<file path="src/rtl/multi_mode_register.sv">
// multi_mode_register: datapath register with clear/load, step inc/dec and serial multi-bit shifts
module multi_mode_register #(
  parameter int DATA_WIDTH  = 16,
  parameter int STEP_WIDTH  = 4,
  parameter int SHAMT_WIDTH = 4,
  parameter int SATURATE    = 0
) (
  input  logic                   clk,
  input  logic                   rst_n,
  input  logic                   cl,
  input  logic                   ld,
  input  logic [DATA_WIDTH-1:0]  in,
  input  logic                   inc,
  input  logic                   dec,
  input  logic [STEP_WIDTH-1:0]  step,
  input  logic                   sr,
  input  logic                   sl,
  input  logic [SHAMT_WIDTH-1:0] shamt,
  input  logic                   rot,
  input  logic                   arith,
  input  logic                   ir,
  input  logic                   il,
  output logic [DATA_WIDTH-1:0]  out,
  output logic                   carry,
  output logic                   zero,
  output logic                   busy,
  output logic                   done
);
  typedef enum logic {IDLE, SHIFT} state_e;
  state_e                 state_q, state_d;
  logic [DATA_WIDTH-1:0]  out_q, out_d;
  logic                   carry_q, carry_d, done_q, done_d;
  logic [SHAMT_WIDTH-1:0] cnt_q, cnt_d;
  logic                   left_q, left_d, rot_q, rot_d, arith_q, arith_d, fill_q, fill_d;
  logic [DATA_WIDTH:0]    sum, diff;
  logic [DATA_WIDTH-1:0]  step_x, sh_val;
  logic                   sh_left, sh_rot, sh_arith, sh_fill, sh_in, sh_co;
  assign step_x   = {{(DATA_WIDTH-STEP_WIDTH){1'b0}}, step};
  assign sum      = {1'b0, out_q} + {1'b0, step_x};
  assign diff     = {1'b0, out_q} - {1'b0, step_x};
  // The first bit of a shift uses the live mode inputs; later bits use the latched copy.
  assign sh_left  = (state_q == SHIFT) ? left_q  : !sr;
  assign sh_rot   = (state_q == SHIFT) ? rot_q   : rot;
  assign sh_arith = (state_q == SHIFT) ? arith_q : arith;
  assign sh_fill  = (state_q == SHIFT) ? fill_q  : (sr ? ir : il);
  assign sh_in    = sh_left ? (sh_rot ? out_q[DATA_WIDTH-1] : sh_fill)
                            : (sh_rot ? out_q[0] : sh_arith ? out_q[DATA_WIDTH-1] : sh_fill);
  assign sh_val   = sh_left ? {out_q[DATA_WIDTH-2:0], sh_in} : {sh_in, out_q[DATA_WIDTH-1:1]};
  assign sh_co    = sh_left ? out_q[DATA_WIDTH-1] : out_q[0];
  // Command decode and shift sequencing; cnt_q holds bits still to apply while in SHIFT.
  always_comb begin
    state_d = state_q;
    out_d   = out_q;
    carry_d = carry_q;
    done_d  = 1'b0;
    cnt_d   = cnt_q;
    left_d  = left_q;
    rot_d   = rot_q;
    arith_d = arith_q;
    fill_d  = fill_q;
    if (cl) begin
      out_d   = '0;
      carry_d = 1'b0;
      state_d = IDLE;
      cnt_d   = '0;
    end else if (state_q == SHIFT) begin
      out_d   = sh_val;
      carry_d = sh_co;
      cnt_d   = cnt_q - SHAMT_WIDTH'(1);
      if (cnt_q == SHAMT_WIDTH'(1)) begin
        state_d = IDLE;
        done_d  = 1'b1;
      end
    end else if (ld) begin
      out_d = in;
    end else if (inc) begin
      carry_d = sum[DATA_WIDTH];
      out_d   = (SATURATE != 0 && sum[DATA_WIDTH]) ? '1 : sum[DATA_WIDTH-1:0];
    end else if (dec) begin
      carry_d = diff[DATA_WIDTH];
      out_d   = (SATURATE != 0 && diff[DATA_WIDTH]) ? '0 : diff[DATA_WIDTH-1:0];
    end else if (sr || sl) begin
      left_d  = !sr;
      rot_d   = rot;
      arith_d = arith;
      fill_d  = sr ? ir : il;
      done_d  = shamt <= SHAMT_WIDTH'(1);
      if (shamt != '0) begin
        out_d   = sh_val;
        carry_d = sh_co;
      end
      if (shamt > SHAMT_WIDTH'(1)) begin
        state_d = SHIFT;
        cnt_d   = shamt - SHAMT_WIDTH'(1);
      end
    end
  end
  // State register with asynchronous clear of value, flags, counter and latched mode.
  always_ff @(posedge clk or negedge rst_n) begin
    if (!rst_n) begin
      state_q <= IDLE;
      out_q   <= '0;
      carry_q <= 1'b0;
      done_q  <= 1'b0;
      cnt_q   <= '0;
      left_q  <= 1'b0;
      rot_q   <= 1'b0;
      arith_q <= 1'b0;
      fill_q  <= 1'b0;
    end else begin
      state_q <= state_d;
      out_q   <= out_d;
      carry_q <= carry_d;
      done_q  <= done_d;
      cnt_q   <= cnt_d;
      left_q  <= left_d;
      rot_q   <= rot_d;
      arith_q <= arith_d;
      fill_q  <= fill_d;
    end
  end
  assign out   = out_q;
  assign carry = carry_q;
  assign zero  = (out_q == '0);
  assign busy  = (state_q == SHIFT);
  assign done  = done_q;
endmodule

</file>
<file path="config.mk">
export PLATFORM = sky130hd
export DESIGN_NAME = multi_mode_register
export DESIGN_NICKNAME = d
export VERILOG_FILES = /design/src/rtl/multi_mode_register.sv
export SDC_FILE = /design/constraint.sdc
export NUM_CORES = 1
export LEC_CHECK = 0
export CORE_ASPECT_RATIO = 1.1
export CORE_MARGIN = 2
export CORE_UTILIZATION = 30
export DETAILED_ROUTE_END_ITERATION = 16
export GPL_TIMING_DRIVEN = 0
export PLACE_DENSITY = 0.6
export SLEW_MARGIN = 25
export SYNTH_ARGS = -nofsm -noshare
export SYNTH_HDL_FRONTEND = slang
export SYNTH_SLANG_ARGS = --single-unit
</file>
<file path="constraint.sdc">
create_clock -name clk -period 4.1 [get_ports clk]
set_clock_uncertainty 0.2 [all_clocks]
set_input_delay 0.615 -clock clk [delete_from_list [all_inputs] [get_ports clk]]
set_output_delay 0.615 -clock clk [all_outputs]
set_load 0.005 [all_outputs]
</file>
==> impl_metrics.csv <==
group,metric,value,unit
run_status,status,"completed",
die,rows,38,
timing,hold_violations,0,
clock_network,clockBufferDepth,2,
grt,antenna_found_initial,0,
timing,worst_pin_slew,787.8,ps
yosys,synth_ff_type,"dfrtp_1",
setup_path,worst-setup-path-type,"reg2out",
yosys,synth-edff-count,0,
setup_path,path_max_fanout,9,
cells_and_area,layout_common_cells,"clkdlybuf4s50_1, nor2_1, a21oi_1, mux2i_1, dfrtp_1",
timing,timing.slew.headroom,47.19,%
grt,grt_pass1_wl,16960,um
clock_network,cts_buffers,3,
yosys,yosysSeqAreaShare,21.74,%
route,vias,3270,
placed_design,dp_cells,571,
timing,whs,139.3,ps
clock_network,cts_tree,"built",
yosys,avgSynthCellArea,7.848,sq um
clock_network,clkTransAtPathRegs,120,ps
cells_and_area,nNetsFinal,507,
route,ant_nets,0,
die,initial_core_util,31.13,%
clock_network,post_cts_buffers,0,
timing,drv_slew,0,
min_path,min_path_type,"in2async",
yosys,ys_types,64,
die,ios,56,
clock_network,holdBufCountCts,0,
setup_path,crit_arrival,2530,ps
yosys,synth_cells,396,
die,die_h,110.8,um
timing,fin_crit,3344,ps
die,coreArea,0.009985,sq mm
grt,grt_pass1_vias,3271,
timing,setup_viol,0,
timing,rsz0062_at_grt,"false",
power,power_density,266.4,mW/mm^2
setup_path,cp-start-kind,"register",
clock_network,clk_latency,300,ps
setup_path,end_kind,"output port",
die,die_area,0.01119,sq mm
placed_design,io_buffers,55,
timing,fmax,299.0,MHz
clock_network,cts_resized,0,
die,fp.dieW,101.0,um
grt,grt_max_degree,28,
route,drc_errors,0,
route,viasPerCell,5.687,
power,p_leak,0.001555,uW
job,maxCapViolCount,0,
timing,setup-tns-final,0,ps
route,wl_per_cell,18.17,um
yosys,async_flop_share,100.0,%
grt,grtUsageTotal,18.69,%
cells_and_area,diodes,0,
grt,grt_overflow,0,
cells_and_area,final_common_cell,"clkdlybuf4s50_1",
cells_and_area,final_util,38.60,%
placed_design,globalplace.congestion,0.9048,
setup_path,cp.required,3280,ps
timing,post-route-period-util,81.57,%
clock_network,cts.sinks,27,
route,first_iter_violations,215,
yosys,synth_seq_cells,27,
route,totalWireLength,10450,um
yosys,netlist_area,0.003108,sq mm
cells_and_area,drive_above_1_share,7.473,%
placed_design,dp_hpwl,7670,um
cells_and_area,syn_to_final_growth,23.99,%
yosys,yosys_warnings,0,
route,firstDrtPassIters,5,
clock_network,h-tree-depth,1,
power,vdd_drop_max,0.1213,mV
clock_network,clockRootBuffer,"clkbuf_8",
cells_and_area,final_cells,575,
yosys,synth_nets,447,
==> kinds of logic after synthesis <==
group	share of synthesized area, %
AND/OR/NAND/NOR	22.02
XOR/XNOR	5.354
flip-flops	21.74
buffers and inverters	7.165
AO/OA/AOI/OAI	26.37
multiplexers	10.83
adder cells (fa/ha/maj)	6.522
==> layer usage <==
layer,wire (um),track usage [%]
met1,4555,25.04
met2,5044,30.64
met3,641,3.090
met4,205,5.315
met5,0,0
==> cell usage after synthesis, drive strengths merged (8+ instances only) <==
cell	count	area, sq um
xnor2	11	96.34
mux2i	28	280.3
a221oi	9	85.08
a21oi	33	168.9
nor3	26	145.1
dfrtp	27	675.7
inv	18	67.56
ha	13	162.7
xor2	8	70.07
buf	15	90.08
nor2	42	160.2
clkbuf	17	65.06
o21ai	21	105.1
nand2	23	86.33
nand3	14	75.07
==> path summary, 6_finish.rpt <==
check / start / slack (ps) / cells past startpoint / end
max: out[11] / 760 / 5 / zero
min: rst_n / 140 / 1 / out[5]
max reg2reg: out[0] / 1000 / 9 / out[12]
min reg2reg: fill_q / 330 / 1 / fill_q
max in group asynchronous: rst_n / 3130 / 1 / cnt_q[2]
min in group clk: fill_q / 330 / 1 / fill_q
==> power breakdown <==
group,internal [uW],switching (uW),leakage (uW)
logic,231,275,0.00118
clock network,72.1,112,0.0000261
registers,297,40.2,0.000351
==> cell type report <==
class / count / area, sq um
clock buffers: 3 / 41.29
flip-flops and latches: 27 / 675.6
fillers: 1050 / 6131
repair buffers: 55 / 545.5
well taps: 120 / 150.1
inverters: 18 / 67.56
plain buffers: 32 / 155.1
clock inverters: 1 / 8.758
multi-input cells: 319 / 2210
==> through the flow <==
| step | total power [uW] | worst slack [ps] | area (sq um) |
|---|---|---|---|
| after global routing | 1095 | 665.0 | 3854 |
| final | 1027 | 755.8 | 3854 |
| after global placement | 835.0 | 661.7 | 3809 |
| after detailed placement | 842.4 | 632.6 | 3804 |
| after floorplan | 663.7 | 1545 | 3108 |
| after CTS | 1022 | 786.0 | 3854 |
==> critical path, stage by stage (launching register included) <==
cell	delay [ps]
dfrtp_1	400
clkbuf_2	190
nor4_1	600
nand2_1	200
nor3_1	290
clkdlybuf4s50_1	560
==> state kept, by name, summed over array words and instances, names as in the netlist <==
name / count
rot_q: 1
done: 1
out: 16
cnt_q: 4
carry: 1
fill_q: 1
busy: 1
arith_q: 1
left_q: 1
(Power assumes the default switching activity.)
